==> config.mk <==
export PLATFORM = sky130hd
export DESIGN_NAME = cpu_run_controller_flat
export DESIGN_NICKNAME = d
export VERILOG_FILES = /design/src/rtl/cpu_run_controller_if.sv /design/src/rtl/cpu_run_controller.sv /design/src/flat_wrapper.sv
export SDC_FILE = /design/constraint.sdc
export NUM_CORES = 1
export LEC_CHECK = 0
export BUFFER_PORTS_ARGS = -buffer_cell sky130_fd_sc_hd__buf_2
export CORE_ASPECT_RATIO = 0.9
export CORE_MARGIN = 3
export CORE_UTILIZATION = 50
export DETAILED_ROUTE_END_ITERATION = 10
export PLACE_DENSITY_LB_ADDON = 0.3
export SYNTH_ARGS = -nofsm -noshare
export SYNTH_HDL_FRONTEND = slang
export SYNTH_SLANG_ARGS = --single-unit
==> constraint.sdc <==
create_clock -name clk_in -period 3.1 [get_ports clk_in]
set_input_delay 0.62 -clock clk_in [delete_from_list [all_inputs] [get_ports clk_in]]
set_output_delay 0.62 -clock clk_in [all_outputs]
set_load 0.02 [all_outputs]
==> src/rtl/cpu_run_controller_if.sv <==
// rtl/cpu_run_controller_if.sv - control, breakpoint and status bundle between board/core and the run controller
interface cpu_run_controller_if #(
    parameter int PC_W  = 8,
    parameter int CNT_W = 16
);
    logic             run_req;
    logic             halt_req;
    logic             step_req;
    logic             bp_valid;
    logic [PC_W-1:0]  bp_addr;
    logic [PC_W-1:0]  pc;
    logic             branch;
    logic             cpu_en;
    logic [1:0]       state;
    logic             halted;
    logic [CNT_W-1:0] instr_count;
    logic [CNT_W-1:0] branch_count;

    modport master (
        output run_req, halt_req, step_req, bp_valid, bp_addr, pc, branch,
        input  cpu_en, state, halted, instr_count, branch_count
    );

    modport slave (
        input  run_req, halt_req, step_req, bp_valid, bp_addr, pc, branch,
        output cpu_en, state, halted, instr_count, branch_count
    );
endinterface

==> src/rtl/cpu_run_controller.sv <==
// rtl/cpu_run_controller.sv - run/step/halt sequencer issuing divided cpu_en ticks with PC breakpoint
// Optional macro CPU_BRANCH_TRACE_EN enables the taken-branch counter.
module cpu_run_controller #(
    parameter int PC_W  = 8,
    parameter int CNT_W = 16,
    parameter int DIV   = 4
) (
    input  logic              clk_in,
    input  logic              reset,
    cpu_run_controller_if.slave bus
);
    localparam int DIV_W = (DIV > 1) ? $clog2(DIV) : 1;

    typedef enum logic [1:0] {
        S_IDLE  = 2'd0,
        S_RUN   = 2'd1,
        S_STEP  = 2'd2,
        S_BREAK = 2'd3
    } state_t;

    state_t             r_state;
    state_t             w_state_next;
    logic               r_cpu_en;
    logic               w_en_next;
    logic               r_skip_bp;
    logic               w_skip_next;
    logic [DIV_W-1:0]   r_div_cnt;
    logic [CNT_W-1:0]   r_instr_count;
    logic               w_tick;
    logic               w_bp_hit;

    assign w_tick   = (r_div_cnt == DIV_W'(DIV - 1));
    assign w_bp_hit = bus.bp_valid & (bus.pc == bus.bp_addr) & ~r_skip_bp;

    // Free-running divider; mode changes never disturb its phase.
    always_ff @(posedge clk_in or posedge reset) begin
        if (reset) begin
            r_div_cnt <= '0;
        end else if (w_tick) begin
            r_div_cnt <= '0;
        end else begin
            r_div_cnt <= r_div_cnt + 1'b1;
        end
    end

    always_ff @(posedge clk_in or posedge reset) begin
        if (reset) begin
            r_state   <= S_IDLE;
            r_cpu_en  <= 1'b0;
            r_skip_bp <= 1'b0;
        end else begin
            r_state   <= w_state_next;
            r_cpu_en  <= w_en_next;
            r_skip_bp <= w_skip_next;
        end
    end

    always_comb begin
        w_state_next = r_state;
        w_en_next    = 1'b0;
        w_skip_next  = r_skip_bp;
        if (bus.halt_req) begin
            w_state_next = S_IDLE;
        end else begin
            case (r_state)
                S_IDLE: begin
                    if (bus.step_req) begin
                        w_state_next = S_STEP;
                    end else if (bus.run_req) begin
                        w_state_next = S_RUN;
                    end
                end
                // Leaving a breakpoint arms skip_bp so the stopped instruction itself executes.
                S_BREAK: begin
                    if (bus.step_req) begin
                        w_state_next = S_STEP;
                        w_skip_next  = 1'b1;
                    end else if (bus.run_req) begin
                        w_state_next = S_RUN;
                        w_skip_next  = 1'b1;
                    end
                end
                S_RUN: begin
                    if (w_tick) begin
                        if (w_bp_hit) begin
                            w_state_next = S_BREAK;
                        end else begin
                            w_en_next = 1'b1;
                        end
                    end
                end
                S_STEP: begin
                    if (w_tick) begin
                        w_state_next = S_IDLE;
                        w_en_next    = 1'b1;
                    end
                end
                default: w_state_next = S_IDLE;
            endcase
        end
        if (w_en_next) begin
            w_skip_next = 1'b0;
        end
    end

    always_ff @(posedge clk_in or posedge reset) begin
        if (reset) begin
            r_instr_count <= '0;
        end else if (r_cpu_en && (r_instr_count != {CNT_W{1'b1}})) begin
            r_instr_count <= r_instr_count + 1'b1;
        end
    end

`ifdef CPU_BRANCH_TRACE_EN
    logic [CNT_W-1:0] r_branch_count;

    always_ff @(posedge clk_in or posedge reset) begin
        if (reset) begin
            r_branch_count <= '0;
        end else if (r_cpu_en && bus.branch && (r_branch_count != {CNT_W{1'b1}})) begin
            r_branch_count <= r_branch_count + 1'b1;
        end
    end

    assign bus.branch_count = r_branch_count;
`else
    logic w_unused_branch;

    assign w_unused_branch  = bus.branch;
    assign bus.branch_count = '0;
`endif

    assign bus.cpu_en      = r_cpu_en;
    assign bus.state       = r_state;
    assign bus.halted      = (r_state == S_IDLE) || (r_state == S_BREAK);
    assign bus.instr_count = r_instr_count;
endmodule

==> src/flat_wrapper.sv <==
// flat-port wrapper written by rule: the top's interface ports become plain ports
module cpu_run_controller_flat 
#(
    parameter int PC_W  = 8,
    parameter int CNT_W = 16,
    parameter int DIV   = 4
)
  (clk_in, reset, bus_run_req, bus_halt_req, bus_step_req, bus_bp_valid, bus_bp_addr, bus_pc, bus_branch, bus_cpu_en, bus_state, bus_halted, bus_instr_count, bus_branch_count);
  cpu_run_controller_if #(.PC_W(PC_W), .CNT_W(CNT_W)) bus_i ();
  input  logic clk_in;
  input  logic reset;
  input wire logic [$bits(bus_i.run_req)-1:0] bus_run_req;
  input wire logic [$bits(bus_i.halt_req)-1:0] bus_halt_req;
  input wire logic [$bits(bus_i.step_req)-1:0] bus_step_req;
  input wire logic [$bits(bus_i.bp_valid)-1:0] bus_bp_valid;
  input wire logic [$bits(bus_i.bp_addr)-1:0] bus_bp_addr;
  input wire logic [$bits(bus_i.pc)-1:0] bus_pc;
  input wire logic [$bits(bus_i.branch)-1:0] bus_branch;
  output wire logic [$bits(bus_i.cpu_en)-1:0] bus_cpu_en;
  output wire logic [$bits(bus_i.state)-1:0] bus_state;
  output wire logic [$bits(bus_i.halted)-1:0] bus_halted;
  output wire logic [$bits(bus_i.instr_count)-1:0] bus_instr_count;
  output wire logic [$bits(bus_i.branch_count)-1:0] bus_branch_count;
  assign bus_i.run_req = bus_run_req;
  assign bus_i.halt_req = bus_halt_req;
  assign bus_i.step_req = bus_step_req;
  assign bus_i.bp_valid = bus_bp_valid;
  assign bus_i.bp_addr = bus_bp_addr;
  assign bus_i.pc = bus_pc;
  assign bus_i.branch = bus_branch;
  assign bus_cpu_en = bus_i.cpu_en;
  assign bus_state = bus_i.state;
  assign bus_halted = bus_i.halted;
  assign bus_instr_count = bus_i.instr_count;
  assign bus_branch_count = bus_i.branch_count;
  cpu_run_controller #(.PC_W(PC_W), .CNT_W(CNT_W), .DIV(DIV)) u_core (.clk_in(clk_in), .reset(reset), .bus(bus_i));
endmodule
# Word-level counts from Yosys, hierarchy flattened
# Index checks and enable logic that the tools add are counted.
dict set report word_totals {
  register_bits 22
  out_inout_bits 36
  word_cells 47
  input_bits 23
}
dict set report classes {
  n_reduce_logical 8
  add_sub_neg 2
  bitwise_logic 3
  n_eq_ne 11
  n_mux 18
}
# op count
set op_table {}
lappend op_table {{adder 16 x 1 -> 16 bit (second input constant)} 1}
lappend op_table {{inequality test 16 bit (second input constant)} 1}
lappend op_table {{two-way mux 2 bit} 7}
lappend op_table {{two-way mux 1 bit} 9}
lappend op_table {{inequality test 3 x 2 -> 1 bit (second input constant)} 3}
lappend op_table {{== test 8 bit} 1}
lappend op_table {{== test 2 bit (second input constant)} 3}
lappend op_table {{one-hot mux 2 bit (3 select lines)} 1}
lappend op_table {{inequality test 4 x 1 -> 1 bit (second input constant)} 1}
lappend op_table {{AND reduction 4 bit} 1}
lappend op_table {{AND reduction 3 bit} 1}
lappend op_table {{nonzero test 3 bit} 1}
lappend op_table {{adder 2 x 1 -> 2 bit (second input constant)} 1}
lappend op_table {{AND 1 bit} 2}
lappend op_table {{== test 2 x 1 -> 1 bit (second input constant)} 1}
lappend op_table {{zero test 2 bit} 1}
lappend op_table {{inequality test 2 x 1 -> 1 bit (second input constant)} 1}
lappend op_table {{one-hot mux 1 bit (2 select lines)} 1}
lappend op_table {{nonzero test 2 bit} 1}
lappend op_table {{OR reduction 2 bit} 1}
lappend op_table {{logical AND 1 bit} 1}
lappend op_table {{logical OR 1 bit} 1}
lappend op_table {{inverter 1 bit} 1}

# Depth between registers and ports, before layout
dict set report depth {
  word_depth 9
  depth_mapped 7
  mapped_depth_nobuf 7
}

# Worst setup path before layout
# No wires, ideal clock.
dict set report synth_path {
  path_type {input-to-reg}
  from {input bus_bp_addr[4]}
  to {register u_core.r_state[1] (netlist: u_core.bus.state[1])}
  required_time_ns 3.001
  path_buffers 0
  arrival_time_ns 1.632
  setup_ns 0.099
  slack_ns 1.369
  path_stages 5
  cell_sequence {xnor2_1 nand3_1 o41ai_4 a21oi_1 a311oi_1}
}
dict set report synth_via {
  elab_chain_cells 5
}
# element line_no
set synth_rtl {}
lappend synth_rtl {{start: declaration} flat_wrapper.sv:16} ;# input wire logic [$bits(bus_i.bp_addr)-1:0] bus_bp_addr;
lappend synth_rtl {{== test 8 bit} cpu_run_controller.sv:33} ;# assign w_bp_hit = bus.bp_valid & (bus.pc == bus.bp_addr) & ~r_skip_bp;
lappend synth_rtl {{AND 1 bit (2 in a row)} cpu_run_controller.sv:33}
lappend synth_rtl {{inequality test 3 x 2 -> 1 bit (no source line)} n/a}
lappend synth_rtl {{AND reduction 4 bit (no source line)} n/a}
lappend synth_rtl {{end signal: assignment} cpu_run_controller.sv:52} ;# r_state <= w_state_next;
lappend synth_rtl {{end: declaration} cpu_run_controller.sv:21} ;# state_t r_state;
# No other way between the ends.
# A chain may end at the register's enable or synchronous reset.

# Worst setup path after layout
dict set report layout_path {
  from {register u_core.r_state[0] (netlist: u_core.bus.state[0])}
  to {output bus_halted}
}
dict set report layout_via {
  elab_chain_cells 2
  word_cells_on_any_way 3
  cone_classes {eq/ne: 1; reduce/logical: 2}
}
# element line_no
set layout_rtl {}
lappend layout_rtl {{== test 2 bit or zero test 2 bit (tied branches)} cpu_run_controller.sv:135} ;# assign bus.halted = (r_state == S_IDLE) || (r_state == S_BREAK);
lappend layout_rtl {{logical OR 1 bit (*)} cpu_run_controller.sv:135}
lappend layout_rtl {{end: declaration} flat_wrapper.sv:21} ;# output wire logic [$bits(bus_i.halted)-1:0] bus_halted;
# Every way passes the cells marked *; elsewhere a longest branch is shown, timed or not.

==> impl_metrics.tcl <==
set metrics [dict create \
    ir_drop_uv 393 \
    rsz0062_at_grt "false" \
    numCtsBuffers 3 \
    final_common_cell "buf_2" \
    tns_ns 0 \
    cp.arrival_ns 1.38 \
    ctsResizeCount 0 \
    grt_start_max_net_pins 23 \
    die_w_um 59.8 \
    worstMarginPinSlew_ns 0.809 \
    grt_pass1_vias 960 \
    routabilityCongestion 0.855 \
    clock_sinks 22 \
    hold_slack_ns 0.440 \
    drive_gt1_share_pct 28.7 \
    yosysSeqAreaShare_pct 42.3 \
    grt_pass1_wl_mm 4.22 \
    synth.area.top_cells "dfrtp_1, xnor2_1, buf_4" \
    cts_root_buffer "clkbuf_4" \
    nFillCells 214 \
    critical_path_required_ns 2.48 \
    final_area_um2 1500 \
    antenna_cells 0 \
    die_area_um2 3250 \
    dp_slack_ns 1.05 \
    synth.distinct_cells 30 \
    avgRoutedWirePerCell_um 12.8 \
    io_pins 59 \
    grt_antenna_before_repair 0 \
    max_cap_viol_count 0 \
    period_share_pct 64.6 \
    p_leak_nw 0.796 \
    final_max_slew_viol_count 0 \
    finalSetupViolations 0 \
    rows 16 \
    clkTransAtPathRegs_ns 0.11 \
    synth_seq_cells 22 \
    switchingPower_mw 0.246 \
    finalHoldViolations 0 \
    fmaxAchievable_mhz 500 \
    final_cell_mix "buf_2, dfrtp_1, conb_1" \
    cts_tree "done" \
    slew_headroom_pct 46.0 \
    post_drt_via_cell_ratio 5.13 \
    power_mw 0.687 \
    ys_warn_count 0 \
    p_clk_share_pct 17.9 \
    period_needed_ns 2.00 \
    clk_latency_ns 0.30 \
    regArea_um2 551 \
    multiInputGateArea_um2 672 \
    core_area_um2 2320 \
    p_seq_share_pct 48.8 \
    power_frac_comb_pct 33.2 \
    finClkSkew_ns 0.00269 \
    endpoint_kind "output pin" \
    critical_path_class "reg2out" \
    status "finished clean" \
    grt.total_usage_pct 17.2 \
    synth.avg_cell_area_um2 10.2 \
    drt_iter0_markers 14 \
    powerDensity_nw_per_um2 459 \
    hold_class "reg2reg" \
    h-tree-depth 1 \
    start_util_pct 56.0 \
    p_int_mw 0.442 \
    route.detailed.drc 0 \
    routed_wl_mm 2.53 \
    syn_area_um2 1300 \
    cts_hold_buf 0 \
    start_kind "flop" \
    cts_buffer_depth 2 \
    syn_inst 128 \
    post-cts-setup-buffers 0 \
    synth_top_area_cell "dfrtp_1" \
    firstDrtPassIters 4 \
    synth_edf_count 0 \
    vias 1016 \
    area_delta_synth_final_pct 15.2 \
    layout_setup_ws_ns 1.10 \
    switching_share_pct 35.7 \
    die_y_um 54.4 \
    synthArstFlopShare_pct 100 \
    crit_path_max_fanout 6 \
    io_buffers 41 \
    postRouteAntennaNets 0 \
    netlist.area_leader.share_pct 42.3 \
    ys.flop_type "dfrtp_1" \
    hpwl_mm 2.06 \
    placed_cell_area_um2 1480 \
    gr-total-overflow 0 \
    final_nets 201 \
]
==> stage by stage <==
stage                     cells  utilization, %
after floorplan             143               -
after global placement      195            63.6
after detailed placement    195            63.6
after CTS                   198            64.5
after global routing        198            64.5
final                       198            64.5
==> power by group through the flow <==
stage	Sequential [mW]	Clock, mW	Combinational, mW
4_1_cts	0.336	0.131	0.230
3_5_place_dp	0.342	0	0.229
2_1_floorplan	0.358	0	0.162
6_report	0.336	0.123	0.228
3_3_place_gp	0.340	0	0.219
5_1_grt	0.342	0.145	0.251
==> final cells by class <==
type,count,area share [%]
timing repair buffer,41,13.7
multi-input combinational,101,44.8
tap,27,2.25
clock buffer,3,1.50
inverter,4,1.00
sequential,22,36.7
==> routing by layer <==
layer,vias to the layer above,GRT usage [%],share of wire [%]
li1,494,-,-
met1,482,22.5,42
met2,38,30.4,50
met3,2,2.83,8.2
met4,0,3.32,0.67
met5,-,0,0
==> cells in the mapped netlist, types with 2 or more instances <==
| cell | count |
|---|---|
| ha_1 | 5 |
| and4_1 | 2 |
| a21oi_1 | 6 |
| nand4_1 | 5 |
| dfrtp_1 | 22 |
| xnor2_1 | 15 |
| and3_1 | 4 |
| nor2_1 | 10 |
| buf_4 | 16 |
| nand2_1 | 9 |
| nor2b_1 | 2 |
| nand3_1 | 6 |
| inv_1 | 4 |
| xor2_1 | 6 |
==> registers in the layout, summed over array words and instances (netlist names) <==
signal / cells
u_core.bus.state: 2
u_core.bus.instr_count: 16
u_core.bus.cpu_en: 1
u_core.r_div_cnt: 2
u_core.r_skip_bp: 1
==> path summary, 6_finish.rpt <==
check	from	end	cells after the start	slack, ns
hold / removal	u_core.r_div_cnt[0]	u_core.r_div_cnt[0]	1	0.44
setup reg to reg	u_core.bus.instr_count[10]	u_core.bus.instr_count[1]	5	1.32
hold reg to reg	u_core.r_div_cnt[0]	u_core.r_div_cnt[0]	1	0.44
min in group asynchronous	reset	u_core.bus.instr_count[2]	2	0.46
max in group asynchronous	reset	u_core.bus.instr_count[1]	2	2.14
setup / recovery	u_core.bus.state[0]	bus_halted	3	1.10
==> worst max-delay path, stage by stage (launching register included) <==
cell and delay [ns]:
dfrtp_1 0.41, inv_1 0.08, ha_1 0.39, buf_2 0.20
==> cells by family (layout without fill, tap and decap cells) <==
group / count (synthesis) / count (layout) / synth area share (%)
mux: 2 / 2 / 1.63
other cells: 1 / 16 / 0.288
fa+ha+maj: 5 / 5 / 4.81
buf+inv: 20 / 48 / 10.4
simple gates: 45 / 45 / 18.6
flops: 22 / 22 / 42.3
compound gates: 12 / 12 / 7.89
xor+xnor: 21 / 21 / 14.1
No activity file was read; power rests on OpenSTA's default activity.
